**config.mk**
```make
export PLATFORM = sky130hd
export DESIGN_NAME = bus_arbiter_rr
export DESIGN_NICKNAME = d
export VERILOG_FILES = /design/src/rtl/bus_arbiter_rr_pkg.sv /design/src/rtl/bus_arbiter_rr_rr_pick.sv /design/src/rtl/bus_arbiter_rr.sv
export SDC_FILE = /design/constraint.sdc
export NUM_CORES = 1
export LEC_CHECK = 0
export ABC_AREA = 1
export BUFFER_PORTS_ARGS = -buffer_cell sky130_fd_sc_hd__buf_2
export CAP_MARGIN = 20
export CORE_MARGIN = 10
export CORE_UTILIZATION = 58
export DETAILED_ROUTE_END_ITERATION = 16
export PLACE_DENSITY = 0.75
export SYNTH_ARGS = -nofsm -noshare
export SYNTH_HDL_FRONTEND = slang
export SYNTH_SLANG_ARGS = --single-unit
```
**constraint.sdc**
```tcl
create_clock -name clk -period 2.46 [get_ports clk]
set_clock_uncertainty 0.05 [all_clocks]
set_input_delay 0.246 -clock clk [delete_from_list [all_inputs] [get_ports clk]]
set_output_delay 0.246 -clock clk [all_outputs]
set_load 0.02 [all_outputs]
```
**src/rtl/bus_arbiter_rr_pkg.sv**
```systemverilog
// Shared types and constants for the round-robin bus arbiter.
// State encoding, counter widths and the index-width helper live here.
package bus_arbiter_rr_pkg;

  typedef enum logic [1:0] {
    IDLE  = 2'd0,
    GRANT = 2'd1,
    TURN  = 2'd2
  } state_t;

  localparam int HOLD_W = 8;
  localparam int TURN_W = 4;

  // Width of an index into n items, never narrower than one bit.
  function automatic int idx_w(input int n);
    return (n <= 2) ? 1 : $clog2(n);
  endfunction

endpackage

```
**src/rtl/bus_arbiter_rr_rr_pick.sv**
```systemverilog
// Combinational round-robin search: first set req bit at or after ptr,
// wrapping modulo N_REQ.
module rr_pick
  import bus_arbiter_rr_pkg::*;
#(
  parameter int N_REQ = 4,
  localparam int IW = idx_w(N_REQ)
) (
  input  logic [N_REQ-1:0] req,
  input  logic [IW-1:0]    ptr,
  output logic             found,
  output logic [IW-1:0]    winner
);

  logic [2*N_REQ-1:0] dbl;
  logic [N_REQ-1:0]   rot;
  int                 off;
  int                 sum;

  // NOTE: every output and temporary gets a default first, so no path
  // through this block can leave a value unassigned and infer a latch.
  always_comb begin
    dbl    = {req, req};
    rot    = dbl[ptr +: N_REQ];
    off    = 0;
    found  = |rot;
    // Scan downward so the lowest set bit of the rotated vector wins.
    for (int i = N_REQ - 1; i >= 0; i--) begin
      if (rot[i]) off = i;
    end
    sum = off + int'(ptr);
    if (sum >= N_REQ) sum = sum - N_REQ;
    winner = IW'(sum);
  end

endmodule

```
**src/rtl/bus_arbiter_rr.sv**
```systemverilog
// Round-robin arbiter producing registered one-hot enables for a bank of
// tri-state bus drivers, with turnaround gap and maximum hold time.
module bus_arbiter_rr
  import bus_arbiter_rr_pkg::*;
#(
  parameter int N_REQ    = 4,
  parameter int MAX_HOLD = 8,
  parameter int TURN_CYC = 1,
  localparam int IW = idx_w(N_REQ)
) (
  input  logic             clk,
  input  logic             reset,
  input  logic [N_REQ-1:0] req,
  output logic [N_REQ-1:0] gnt,
  output logic [IW-1:0]    owner,
  output logic             bus_busy,
  output logic             hold_timeout
);

  state_t             state_q, state_d;
  logic [N_REQ-1:0]   gnt_q, gnt_d;
  logic [IW-1:0]      owner_q, owner_d;
  logic               busy_q, busy_d;
  logic               timeout_q, timeout_d;
  logic [IW-1:0]      ptr_q, ptr_d;
  logic [HOLD_W-1:0]  hold_q, hold_d;
  logic [TURN_W-1:0]  turn_q, turn_d;

  logic               found;
  logic [IW-1:0]      winner;

  rr_pick #(.N_REQ(N_REQ)) u_pick (
    .req    (req),
    .ptr    (ptr_q),
    .found  (found),
    .winner (winner)
  );

  // Every output is a flop with an asynchronous clear so no buffer can be
  // enabled while reset is held, even before the first clock edge.
  // NOTE: sequential state uses non-blocking assignments so all flops
  // update together from values sampled at the same edge.
  always_ff @(posedge clk or negedge reset) begin
    if (!reset) begin
      state_q   <= IDLE;
      gnt_q     <= '0;
      owner_q   <= '0;
      busy_q    <= 1'b0;
      timeout_q <= 1'b0;
      ptr_q     <= '0;
      hold_q    <= '0;
      turn_q    <= '0;
    end else begin
      state_q   <= state_d;
      gnt_q     <= gnt_d;
      owner_q   <= owner_d;
      busy_q    <= busy_d;
      timeout_q <= timeout_d;
      ptr_q     <= ptr_d;
      hold_q    <= hold_d;
      turn_q    <= turn_d;
    end
  end

  always_comb begin
    state_d   = state_q;
    gnt_d     = gnt_q;
    owner_d   = owner_q;
    busy_d    = busy_q;
    timeout_d = 1'b0;
    ptr_d     = ptr_q;
    hold_d    = hold_q;
    turn_d    = turn_q;

    case (state_q)
      IDLE: begin
        if (found) begin
          state_d         = GRANT;
          gnt_d           = '0;
          gnt_d[winner]   = 1'b1;
          owner_d         = winner;
          busy_d          = 1'b1;
          hold_d          = HOLD_W'(1);
        end
      end

      GRANT: begin
        // A dropped request wins over the limit, so a release coinciding
        // with MAX_HOLD is reported as voluntary.
        if (!req[owner_q] || hold_q == HOLD_W'(MAX_HOLD)) begin
          state_d   = TURN;
          gnt_d     = '0;
          owner_d   = '0;
          busy_d    = 1'b0;
          timeout_d = req[owner_q];
          ptr_d     = (int'(owner_q) == N_REQ - 1) ? '0 : owner_q + 1'b1;
          turn_d    = TURN_W'(1);
        end else begin
          hold_d = hold_q + 1'b1;
        end
      end

      TURN: begin
        if (turn_q == TURN_W'(TURN_CYC)) begin
          state_d = IDLE;
        end else begin
          turn_d = turn_q + 1'b1;
        end
      end

      default: begin
        state_d = IDLE;
        gnt_d   = '0;
        owner_d = '0;
        busy_d  = 1'b0;
      end
    endcase
  end

  assign gnt          = gnt_q;
  assign owner        = owner_q;
  assign bus_busy     = busy_q;
  assign hold_timeout = timeout_q;

endmodule

```
==> report_table.html <==
<table>
<tr><th>Metric</th><th>Value</th></tr>
<tr><th colspan="2">CTS</th></tr>
<tr><td>PostCTS Resize Cnt</td><td>0</td></tr>
<tr><td>Worst-skew pair later-pin latency</td><td>0.31 ns</td></tr>
<tr><td>Root buffer cell</td><td>clkbuf_4</td></tr>
<tr><td>H-tree levels</td><td>1</td></tr>
<tr><td>Hold-fix buffers at CTS</td><td>1</td></tr>
<tr><td>TritonCTS Buffers</td><td>3</td></tr>
<tr><td>TritonCTS clock tree</td><td>done</td></tr>
<tr><td>Largest buffer count on any clock path</td><td>2</td></tr>
<tr><td>Clock-pin slew reported for the worst setup and hold paths after clock tree synthesis</td><td>0.13 ns</td></tr>
<tr><td>Count of clock tree sinks</td><td>24</td></tr>
<tr><td>Post-CTS Setup Inserts</td><td>0</td></tr>
<tr><th colspan="2">Cells and area</th></tr>
<tr><td>Most common cell after layout, fill and taps aside</td><td>nand2_1</td></tr>
<tr><td>Final net count</td><td>225</td></tr>
<tr><td>Leading cell types in the layout, fill and taps excluded</td><td>60 x nand2_1, 24 x dfrtp_1, 19 x nand3_1, 18 x nor2_1, 17 x inv_1</td></tr>
<tr><td>Area growth from synthesis to layout</td><td>9.08%</td></tr>
<tr><td>ANT cells</td><td>0</td></tr>
<tr><td>Layout Cell Area excl Fill</td><td>1620 um2</td></tr>
<tr><td>Fraction of layout instances using a drive strength above 1</td><td>0.180</td></tr>
<tr><th colspan="2">Logic synthesis</th></tr>
<tr><td>Fraction of synthesis flops using an asynchronous set or reset pin</td><td>1.00</td></tr>
<tr><td>Synthesized area</td><td>1490 um2</td></tr>
<tr><td>Number of instances in the synthesized netlist</td><td>194</td></tr>
<tr><td>Number of different library cells in the post-synthesis netlist</td><td>27</td></tr>
<tr><td>Number of enable-type register cells in the synthesized netlist</td><td>0</td></tr>
<tr><td>Yosys warning count</td><td>0</td></tr>
<tr><td>Yosys reg bits</td><td>24</td></tr>
<tr><td>Sequential element share of the synthesized area</td><td>0.404</td></tr>
<tr><td>Synth Net Count</td><td>206</td></tr>
<tr><td>Dominant synthesized flop cell</td><td>dfrtp_1</td></tr>
<tr><td>Mean Syn Cell Area</td><td>7.67 um2</td></tr>
<tr><th colspan="2">Detailed routing</th></tr>
<tr><td>Total number of vias</td><td>1261</td></tr>
<tr><td>Average wire per cell in the routed design</td><td>11.9 um</td></tr>
<tr><td>Number of antenna-violating nets in the routed design</td><td>0</td></tr>
<tr><td>DR iter-0 viols</td><td>119</td></tr>
<tr><td>Final routed DRC violation total</td><td>0</td></tr>
<tr><td>Number of iterations in the first detailed-routing pass</td><td>4</td></tr>
<tr><td>Via density per instance</td><td>5.23</td></tr>
<tr><td>Wirelength, routed</td><td>2870 um</td></tr>
<tr><th colspan="2">Worst setup path</th></tr>
<tr><td>Highest fanout seen on the critical path</td><td>7</td></tr>
<tr><td>Worst endpoint required time</td><td>2.63 ns</td></tr>
<tr><td>Kind of start point of the critical path</td><td>flip-flop</td></tr>
<tr><td>Signal arrival time at the worst endpoint</td><td>2.25 ns</td></tr>
<tr><td>Crit path kind</td><td>flip-flop to flip-flop</td></tr>
<tr><td>Worst setup EP type</td><td>flip-flop</td></tr>
<tr><th colspan="2">Pwr</th></tr>
<tr><td>Portion of total power attributed to combinational logic</td><td>0.585</td></tr>
<tr><td>Clk pwr share</td><td>0.092</td></tr>
<tr><td>Pwr per Cell Area</td><td>1150 nW/um2</td></tr>
<tr><td>Portion of total power attributed to sequential cells</td><td>0.323</td></tr>
<tr><td>Worst IR drop on VDD</td><td>0.663 mV</td></tr>
<tr><td>Leakage power of the design</td><td>0.859 nW</td></tr>
<tr><td>Switch Pwr</td><td>0.954 mW</td></tr>
<tr><td>Net switching fraction of the power</td><td>0.512</td></tr>
<tr><td>Internal power consumption</td><td>0.909 mW</td></tr>
<tr><th colspan="2">Placed design</th></tr>
<tr><td>Instance area at placement</td><td>1590 um2</td></tr>
<tr><td>Gpl congestion</td><td>0.857</td></tr>
<tr><td>Setup WS pre-CTS</td><td>0.397 ns</td></tr>
<tr><td>Sum of net half-perimeters after detailed placement</td><td>2240 um</td></tr>
<tr><td>I/O Buffers</td><td>13</td></tr>
<tr><th colspan="2">Timing</th></tr>
<tr><td>Share of the clock period used by the worst path</td><td>0.846</td></tr>
<tr><td>Final period demand of the worst path</td><td>2.08 ns</td></tr>
<tr><td>Worst-Margin Slew</td><td>0.522 ns</td></tr>
<tr><td>Max-Slew Margin vs Limit</td><td>0.652</td></tr>
<tr><td>Total negative slack for setup checks</td><td>0 ns</td></tr>
<tr><td>Number of hold violations in the final report</td><td>0</td></tr>
<tr><td>Total setup violations reported at the end of the flow</td><td>0</td></tr>
<tr><td>Setup repair after global routing missed its margin</td><td>no</td></tr>
<tr><td>Slew Viols, Final</td><td>0</td></tr>
<tr><td>Highest clock rate</td><td>481 MHz</td></tr>
<tr><td>Worst hold slack after final layout</td><td>0.371 ns</td></tr>
<tr><td>Slack of the critical path</td><td>0.379 ns</td></tr>
<tr><th colspan="2">Global route</th></tr>
<tr><td>Vias in the first global route</td><td>1210</td></tr>
<tr><td>Overall Global Routing Usage</td><td>0.121</td></tr>
<tr><td>Leftover overflow at the end of global routing</td><td>0</td></tr>
<tr><td>Antenna violations before repair</td><td>0</td></tr>
<tr><td>Global-route wire length before repair</td><td>5110 um</td></tr>
<tr><td>Largest net degree at the start of global routing</td><td>25</td></tr>
<tr><th colspan="2">Status</th></tr>
<tr><td>Status</td><td>completed</td></tr>
<tr><th colspan="2">Floorplan</th></tr>
<tr><td>Area of the placeable core</td><td>2450 um2</td></tr>
<tr><td>Chip height</td><td>70.6 um</td></tr>
<tr><td>Die width</td><td>70.6 um</td></tr>
<tr><td>Initial core utilization</td><td>0.606</td></tr>
<tr><td>FP Rows</td><td>18</td></tr>
<tr><td>Die outline area</td><td>4990 um2</td></tr>
<tr><td>Top-level I/O count</td><td>14</td></tr>
<tr><th colspan="2">Run</th></tr>
<tr><td>Max-Cap Viols</td><td>0</td></tr>
<tr><th colspan="2">Min path</th></tr>
<tr><td>Worst min-delay path category</td><td>primary input to asynchronous set/reset pin</td></tr>
</table>
-- final timing paths --
path	from	endpoint	slack, ns	cells past startpoint
worst min register to register	bus_busy	bus_busy	0.43	2
min in group clk	req[3]	hold_timeout	0.39	5
worst max-delay path	ptr_q[0]	gnt[3]	0.38	13
worst max register to register	ptr_q[0]	gnt[3]	0.38	13
max in group asynchronous	reset	ptr_q[1]	1.64	2
worst min-delay path	reset	hold_q[4]	0.37	2
-- area by class of cell --
type                    count  area, um2
clock buffers               3       22.5
fillers                   226        832
inverters                  22       82.6
multi-input cells         148        805
flip-flops and latches     24        601
well taps                  30       37.5
repair buffers             14       75.1
-- Yosys cell counts, types with 4 or more instances --
cell	n	area (um2)
nand2_2	5	31.3
nor2_1	18	67.6
xor2_1	6	52.6
inv_2	5	18.8
inv_1	17	63.8
dfrtp_1	24	601
nand4_1	4	25.0
ha_1	6	75.1
nand2_1	60	225
nand3_1	19	95.1
a21oi_1	6	30.0
-- layer usage --
layer	routed length (um)	vias up	global-route usage
met5	0	-	0
met4	69	0	0.0688
met3	129	7	0.0279
met2	1360	27	0.205
met1	1320	568	0.138
li1	-	659	-
-- worst max-delay path, stage by stage, from the launching register on --
cell,delay (ns)
dfrtp_1,0.48
inv_2,0.08
nand2_1,0.08
nand3_1,0.07
nand2_1,0.14
nand3_1,0.10
a21boi_0,0.20
ha_1,0.19
xor2_1,0.18
inv_1,0.06
nand3_1,0.07
nand2_1,0.13
nand3_1,0.11
nand2_1,0.05
-- power by group through the flow --
| stage | sequential, mW | combinational (mW) | clock, mW |
|---|---|---|---|
| floorplan | 0.635 | 0.830 | 0 |
| finish | 0.602 | 1.09 | 0.172 |
| global route | 0.622 | 1.25 | 0.191 |
| CTS | 0.601 | 1.10 | 0.178 |
| global placement | 0.604 | 1.06 | 0 |
| detailed placement | 0.609 | 1.09 | 0 |
-- per-stage QoR --
stage / instances / total power [mW] / utilization
after detailed placement: 237 / 1.70 / 0.648
after global routing: 241 / 2.06 / 0.661
after floorplan: 194 / 1.47 / -
final: 241 / 1.86 / 0.661
after CTS: 241 / 1.88 / 0.661
after global placement: 237 / 1.66 / 0.648
-- state kept, by name (all words and copies together) (netlist names) --
name / cells
hold_q: 8
owner: 2
gnt: 4
state_q: 2
bus_busy: 1
ptr_q: 2
turn_q: 4
hold_timeout: 1
-- cell families after synthesis --
family                     share of synthesized area
buffers and inverters                         0.0555
adders and majority gates                     0.0505
and+or+nand+nor                                0.391
AOI/OAI and AO/OA                             0.0639
xor gates and xnor gates                      0.0353
DFF                                            0.404
No activity file was read; power rests on OpenSTA's default activity.
